File: config.mk
export PLATFORM = sky130hd
export DESIGN_NAME = alu_op_sequencer
export DESIGN_NICKNAME = d
export VERILOG_FILES = /design/src/rtl/alu_seq_pkg.sv /design/src/rtl/alu_op_sequencer_alu.sv /design/src/rtl/alu_op_sequencer.sv
export SDC_FILE = /design/constraint.sdc
export NUM_CORES = 1
export LEC_CHECK = 0
export ABC_AREA = 1
export ABC_CLOCK_PERIOD_IN_PS = 11700
export BUFFER_PORTS_ARGS = -buffer_cell sky130_fd_sc_hd__clkbuf_2
export CAP_MARGIN = 25
export CORE_ASPECT_RATIO = 1.4
export CORE_MARGIN = 2
export CORE_UTILIZATION = 61
export DETAILED_ROUTE_END_ITERATION = 8
export PLACE_DENSITY = 0.82
export SYNTH_ARGS = -nofsm -noshare
export SYNTH_HDL_FRONTEND = slang
export SYNTH_SLANG_ARGS = --single-unit
File: constraint.sdc
create_clock -name clk -period 11.7 [get_ports clk]
set_input_delay 1.755 -clock clk [delete_from_list [all_inputs] [get_ports clk]]
set_output_delay 1.755 -clock clk [all_outputs]
set_load 0.01 [all_outputs]
File: src/rtl/alu_seq_pkg.sv
// Shared opcodes, sequencer state type and the divide-by-zero result for alu_op_sequencer.
package alu_seq_pkg;

  localparam logic [1:0] OP_ADD = 2'b00;
  localparam logic [1:0] OP_SUB = 2'b01;
  localparam logic [1:0] OP_MUL = 2'b10;
  localparam logic [1:0] OP_DIV = 2'b11;

  localparam logic [7:0] DBZ_RESULT = 8'hFF;

  typedef enum logic [1:0] {
    IDLE = 2'd0,
    EXEC = 2'd1,
    RESP = 2'd2
  } seq_state_e;

endpackage

File: src/rtl/alu_op_sequencer_alu.sv
// Combinational ALU: add, sub, mul (low bits), unsigned div; all modulo 2^DATA_W.
module alu
  import alu_seq_pkg::*;
#(
  parameter int DATA_W = 8
) (
  input  logic [DATA_W-1:0] A,
  input  logic [DATA_W-1:0] B,
  input  logic [1:0]        ALU_Sel,
  output logic [DATA_W-1:0] ALU_Out
);

  always_comb begin
    ALU_Out = '0;
    case (ALU_Sel)
      OP_ADD:  ALU_Out = A + B;
      OP_SUB:  ALU_Out = A - B;
      OP_MUL:  ALU_Out = A * B;
      OP_DIV:  ALU_Out = (B == '0) ? '0 : A / B;
      default: ALU_Out = '0;
    endcase
  end

endmodule

File: src/rtl/alu_op_sequencer.sv
// Issue/capture sequencer around the combinational alu: one op in flight, valid/ready both sides.
// Optional accumulator operand source enabled by defining ALU_SEQ_ACCUM_EN.
//
// state | meaning
// IDLE  | ready for a new operation
// EXEC  | operands held on the ALU, settle counter running
// RESP  | result presented, waiting for out_ready
module alu_op_sequencer
  import alu_seq_pkg::*;
#(
  parameter int DATA_W        = 8,
  parameter int SETTLE_CYCLES = 1,
  parameter int CNT_W         = 16
) (
  input  logic              clk,
  input  logic              rst,
  input  logic              in_valid,
  output logic              in_ready,
  input  logic [DATA_W-1:0] in_a,
  input  logic [DATA_W-1:0] in_b,
  input  logic [1:0]        in_sel,
`ifdef ALU_SEQ_ACCUM_EN
  input  logic              in_use_acc,
`endif
  output logic              out_valid,
  input  logic              out_ready,
  output logic [DATA_W-1:0] out_result,
  output logic [1:0]        out_sel,
  output logic              out_dbz,
  output logic              busy,
  output logic [CNT_W-1:0]  op_count
);

  localparam logic [3:0] SETTLE_LOAD = 4'(SETTLE_CYCLES - 1);

  seq_state_e        state;
  logic [DATA_W-1:0] op_a;
  logic [DATA_W-1:0] op_b;
  logic [1:0]        op_sel;
  logic [3:0]        settle_cnt;
  logic [DATA_W-1:0] alu_out;
  logic [DATA_W-1:0] a_src;

`ifdef ALU_SEQ_ACCUM_EN
  logic [DATA_W-1:0] acc;
  always_comb a_src = in_use_acc ? acc : in_a;
`else
  always_comb a_src = in_a;
`endif

  alu #(.DATA_W(DATA_W)) u_alu (
    .A       (op_a),
    .B       (op_b),
    .ALU_Sel (op_sel),
    .ALU_Out (alu_out)
  );

  always_ff @(posedge clk or posedge rst) begin
    if (rst) begin
      state      <= IDLE;
      in_ready   <= 1'b1;
      out_valid  <= 1'b0;
      out_result <= '0;
      out_sel    <= '0;
      out_dbz    <= 1'b0;
      busy       <= 1'b0;
      op_count   <= '0;
      op_a       <= '0;
      op_b       <= '0;
      op_sel     <= '0;
      settle_cnt <= '0;
`ifdef ALU_SEQ_ACCUM_EN
      acc        <= '0;
`endif
    end else begin
      case (state)
        IDLE: begin
          if (in_valid) begin
            op_a       <= a_src;
            op_b       <= in_b;
            op_sel     <= in_sel;
            settle_cnt <= SETTLE_LOAD;
            in_ready   <= 1'b0;
            busy       <= 1'b1;
            state      <= EXEC;
          end
        end
        EXEC: begin
          if (settle_cnt != 4'd0) begin
            settle_cnt <= settle_cnt - 4'd1;
          end else begin
            // Divide-by-zero overrides whatever the ALU produces.
            if (op_sel == OP_DIV && op_b == '0) begin
              out_result <= DBZ_RESULT;
              out_dbz    <= 1'b1;
            end else begin
              out_result <= alu_out;
              out_dbz    <= 1'b0;
            end
            out_sel   <= op_sel;
            out_valid <= 1'b1;
            state     <= RESP;
          end
        end
        RESP: begin
          if (out_ready) begin
            out_valid <= 1'b0;
            op_count  <= op_count + 1'b1;
            in_ready  <= 1'b1;
            busy      <= 1'b0;
`ifdef ALU_SEQ_ACCUM_EN
            acc       <= out_result;
`endif
            state     <= IDLE;
          end
        end
        default: begin
          state    <= IDLE;
          in_ready <= 1'b1;
          busy     <= 1'b0;
        end
      endcase
    end
  end

endmodule

==> After elaboration in Yosys (flattened, before gate mapping) <==
Cells that the tools add are included.
{ "totals": {"reg_bits": 54, "inputBits": 22, "output_inout_bits": 30, "word_cells": 62} }
{ "classes": {"add_sub_neg": 4, "n_mul": 1, "div": 1, "n_eq_ne": 9, "n_mux": 19, "bitwise": 2, "n_reduce_logical": 14} }
{ "ops": {"columns": ["operator", "count"], "rows": [
  ["8-bit one-hot mux with 4 select lines", 1],
  ["16-bit by 1-bit adder with 16-bit output (second input constant)", 1],
  ["8-bit two-way mux", 2],
  ["3-bit AND reduction", 4],
  ["8-bit adder", 1],
  ["8-bit by 8-bit divider with 8-bit output", 1],
  ["8-bit zero test", 1],
  ["8-bit by 8-bit multiplier with 8-bit output", 1],
  ["4-bit two-way mux", 2],
  ["2-bit != test (second input constant)", 4],
  ["4-bit one-hot mux with 2 select lines", 1],
  ["8-bit subtractor", 1],
  ["2-bit == test (second input constant)", 3],
  ["1-bit two-way mux", 6],
  ["2-bit two-way mux", 3],
  ["1-bit one-hot mux with 3 select lines", 2],
  ["2-bit one-hot mux with 3 select lines", 1],
  ["2-bit AND reduction", 3],
  ["2-bit by 1-bit == test with 1-bit output (second input constant)", 2],
  ["2-bit zero test", 2],
  ["2-bit nonzero test", 2],
  ["4-bit nonzero test", 1],
  ["4-bit by 1-bit subtractor with 4-bit output (second input constant)", 1],
  ["1-bit NOT", 2],
  ["other kinds (2)", 2]
]} }

==> Longest topological paths before layout <==
{ "logic_depth": {"ltp_word": 4, "mapped_depth": 68, "ltp_nobuf": 68} }

==> Modules after synthesis <==
A second synthesis with hierarchy kept.
{ "unflattened": {"cells_unflattened": 782, "area_unflattened_um2": 5709.2} }
{ "by_module_without_submodules": {"columns": ["mod", "instances", "cells_each", "area_each_um2", "seq_area_each_um2"], "rows": [
  ["alu", 1, 527, 3300.7, 0.0],
  ["alu_op_sequencer", 1, 255, 2408.6, 1352.5]
]} }

==> Worst setup path before layout <==
OpenSTA, ideal clock, no wires.
{ "synth_timing": {"path_kind": "reg-to-reg", "startpoint": "register op_b[0]", "endpoint": "register out_result[0]", "setup_ps": 77, "t_arrival_ps": 8271, "t_required_ps": 11623, "path_slack_ps": 3352, "stages_incl_launch_ff": 64, "path_buffers": 0, "synth_period_minus_slack_ps": 8348, "path_cell_list": "dfrtp_1 inv_1 ha_1 inv_1 nand2_1 nand2_1 o21bai_1 nand2_1 ha_1 o21ai_0 nand2_1 nand2_1 inv_1 nand2_1 nand2_1 ha_1 a21oi_1 nand2_1 [28 not listed] xor2_1 nand2_1 and2_1 ha_1 inv_1 nor4_1 nand2_1 nand3_1 inv_1 nand3_1 nand2_1 ha_1 nand2_1 nor2_1 nand4_1 o2111ai_1 nand2_1 a21oi_1"} }
{ "synth_via": {"elab_chain_cells": 4, "word_cells_on_any_way": 9, "classes_between": "2 x add/sub; 1 x mul; 1 x div; 3 x mux; 2 x reduce/logical"} }
{ "synth_lines": {"columns": ["element", "line_no", "text"], "rows": [
  ["start, declared", "alu_op_sequencer.sv:38", "logic [DATA_W-1:0] op_b;"],
  ["start signal, assigned", "alu_op_sequencer.sv:80", "op_b <= in_b;"],
  ["8-bit by 8-bit divider with 8-bit output or 8-bit zero test (tied branches)", "alu_op_sequencer_alu.sv:19, alu_op_sequencer.sv:93", null],
  ["8-bit two-way mux", "alu_op_sequencer_alu.sv:19", "OP_DIV: ALU_Out = (B == '0) ? '0 : A / B;"],
  ["8-bit one-hot mux with 4 select lines", "alu_op_sequencer_alu.sv:15", "case (ALU_Sel)"],
  ["8-bit two-way mux *", "alu_op_sequencer.sv:93", "if (op_sel == OP_DIV && op_b == '0) begin"],
  ["end signal, assigned", "alu_op_sequencer.sv:97", "out_result <= alu_out;"],
  ["end, declared", "alu_op_sequencer.sv:27", "output logic [DATA_W-1:0] out_result,"]
]} }
Mark *: on every way between the ends. The rest lies on a longest branch, timed or not.
A chain may end at the register's enable or synchronous reset.

==> Worst setup path in the final report <==
Ends and elaborated chain as after synthesis.

==> flow_summary.toml <==
[setup_path]
critPathLaunchType = "register"
rr_worst_depth = 63
slowest_delay_ns = 0.63
critPathCaptureType = "register"
path_class = "register to register"
critical-path-slowest-cell = "sky130_fd_sc_hd__dfrtp_1"
critPathArrivalTime_ns = 9.99
critical_r2r_launch = "op_b[0]$_DFFE_PP0P_"
worstPathMaxFanout = 12
crit_required_ns = 11.93
crit_path_start = "op_b[0]$_DFFE_PP0P_"
crit_top_cell = "sky130_fd_sc_hd__nand2_1"

[drt]
drt_iter0_markers = 360
finalWirelength_mm = 13.8
routed_via_density = 5.51
detail_route.drc_violations = 0
drt-wirelength-per-cell_um = 14.9
detail_route.first_pass.iterations = 5
dr_total_vias = 5086
drtAntennaViolNets = 0

[final_layout]
filler_cell_count = 725
seqCellArea_um2 = 1350
multi_input_area_um2 = 3550
drive_gt1_share_pct = 11.1
flow.area_growth_from_synthesis_pct = 9.27
final_net_count = 919
postLayoutCellArea_um2 = 5970
antenna_cells_inserted = 0

[logic_synthesis]
netlist_instances = 769
yosys_most_used_dff = "sky130_fd_sc_hd__dfrtp_1"
synthesis.nets = 871
yosysMostFrequentCell = "sky130_fd_sc_hd__nand2_1"
synth_area_um2 = 5470
synth_largest_type_area_fraction_pct = 24.3
async_reset_ff_share_pct = 100
synth-warning-count = 0
synthesized_flop_and_latch_total = 54
synth-edff-count = 0
post_synth_num_cell_types = 44
ys_seq_area_share_pct = 24.7
synth_area_per_cell_um2 = 7.11
post_synth_most_frequent_cells = "sky130_fd_sc_hd__nand2_1 (208), sky130_fd_sc_hd__inv_1 (131), sky130_fd_sc_hd__ha_1 (67)"
synth_top_area_cell = "sky130_fd_sc_hd__dfrtp_1"
netlist_top_cells_area = "sky130_fd_sc_hd__dfrtp_1 (24%), sky130_fd_sc_hd__ha_1 (15%), sky130_fd_sc_hd__nand2_1 (14%)"

[clock_network]
clkSlewWorstSetupHoldPaths_ns = 0.08
clock_tree.buffer_depth = 2
cts_hold_repair.buffers = 0
cts.root.buffer_cell = "sky130_fd_sc_hd__clkbuf_16"
cts-buffers-inserted = 5
postCtsSetupRepairBufs = 0
cts_resized = 0
clkLatencyLatePin_ns = 0.30
cts_tree = "done"
clock_tree.htree_level_count = 2
cts.sink_count = 54

[timing]
min_period_ns = 9.76
report.final.setup_viol = 0
achievable-frequency_ghz = 0.102
worstMarginPinSlew_ns = 0.906
final.period_utilization_pct = 83.4
setup_skew_after_layout_ns = 0.00941
max-slew-margin-rel_pct = 39.5
report.final.hold_viol_count = 0
grt_setup_unrepaired = "no"
report.final.slew_viol_count = 0
setup_total_negative_slack_ns = 0

[worst_hold_path]
holdPathStages = 2
hold_crit_start = "in_ready$_DFFE_PP1P_"
min-delay-path-class = "register to register"

[floorplanning]
die-height_um = 116
rows = 40
io_pins = 52
design.die.area_um2 = 9750
start_util_pct = 63.1
core_region_area_um2 = 8660
die_w_um = 84.0

[run_status]
result_of_the_run = "finished clean"

[global_routing]
grt_max_degree = 52
via_count_of_the_first_global_routing_pass = 5235
grt_antenna_before_repair = 0
grt_pass1_wl_mm = 23.4
congestion_overflow_gr = 0
grt_use_total_pct = 29.8

[placed_design]
dp_hpwl_mm = 10.9
place_congestion = 0.941
postPlaceCellArea_um2 = 5820
placement.io_buffers = 51

[job]
max_cap_violations = 0
## per-stage QoR
step                      worst slack [ns]  util [%]  cells  hold WS, ns
after floorplan                       3.35         -    769        0.460
after global placement                2.50      67.2    915        0.466
after detailed placement              2.05      67.2    915        0.467
after CTS                             2.01      69.0    923        0.483
after global routing                 0.851      69.0    923        0.496
final                                 1.94      69.0    923        0.482
## worst paths after layout
check / end / slack, ns
setup / recovery: out_result[0]$_DFFE_PP0P_ / 1.94
hold / removal: in_ready$_DFFE_PP1P_ / 0.48
setup reg to reg: out_result[0]$_DFFE_PP0P_ / 1.94
hold reg to reg: in_ready$_DFFE_PP1P_ / 0.48
max in group asynchronous: op_count[0]$_DFFE_PP0P_ / 9.59
min in group asynchronous: op_count[15]$_DFFE_PP0P_ / 1.28
## critical path, delay by kind of cell, from the launching register on
kind / cells / cell delay (ns)
AO/OA/AOI/OAI: 7 / 1.15
XOR/XNOR: 1 / 0.13
adder cells (fa/ha/maj): 8 / 2.51
buffers and inverters: 7 / 0.82
flip-flops: 1 / 0.63
AND/OR/NAND/NOR: 40 / 4.42
## registers in the layout, summed over array words and instances (netlist names)
register	flops
out_result	8
out_dbz	1
op_a	8
settle_cnt	4
op_sel	2
state	2
busy	1
op_b	8
out_valid	1
out_sel	2
in_ready	1
op_count	16
## placed cells by master (no fill, tap or decap), types with 3 or more instances in the layout
cell	netlist	final
sky130_fd_sc_hd__clkbuf_16	0	5
sky130_fd_sc_hd__buf_4	0	3
sky130_fd_sc_hd__nand4_1	6	6
sky130_fd_sc_hd__a211oi_1	4	4
sky130_fd_sc_hd__and2_1	6	6
sky130_fd_sc_hd__nor2_1	45	45
sky130_fd_sc_hd__nor2_4	3	3
sky130_fd_sc_hd__fa_1	13	13
sky130_fd_sc_hd__inv_1	131	130
sky130_fd_sc_hd__o21ai_0	41	41
sky130_fd_sc_hd__or2_2	7	7
sky130_fd_sc_hd__o21bai_1	3	3
sky130_fd_sc_hd__dfrtp_1	53	53
sky130_fd_sc_hd__xor2_1	26	26
sky130_fd_sc_hd__xnor2_1	14	14
sky130_fd_sc_hd__o21ai_1	3	3
sky130_fd_sc_hd__nand2_1	208	208
sky130_fd_sc_hd__inv_2	4	5
sky130_fd_sc_hd__a21oi_1	32	32
sky130_fd_sc_hd__nor3_1	7	7
sky130_fd_sc_hd__clkbuf_2	0	51
sky130_fd_sc_hd__nand3_1	52	52
sky130_fd_sc_hd__ha_1	67	67
## kinds of logic after synthesis
kind of cell	Yosys count	share of synthesized area, %
AND/OR/NAND/NOR	351	28.6
XOR/XNOR	41	6.71
buffers and inverters	148	10.3
adder cells (fa/ha/maj)	80	20.1
AO/OA/AOI/OAI	95	9.61
flip-flops	54	24.7
## metal layers
metal | global-route usage, % | vias to the layer above | share of wire [%]
li1 | - | 2543 | -
met1 | 32.3 | 2345 | 40
met2 | 56.6 | 147 | 52
met3 | 3.28 | 51 | 3.4
met4 | 16.0 | 0 | 4.6
met5 | 0 | - | 0
## final cells by class
| class | instances | share of cell area (%) |
|---|---|---|
| well taps | 105 | 2.20 |
| flip-flops and latches | 54 | 22.6 |
| multi-input cells | 567 | 59.5 |
| inverters | 135 | 8.48 |
| clock buffers | 5 | 2.09 |
| clock inverters | 3 | 0.440 |
| repair buffers | 54 | 4.65 |
Power is not shown: default switching activity piles up to over one toggle a cycle in this logic, so the estimate is an artifact.
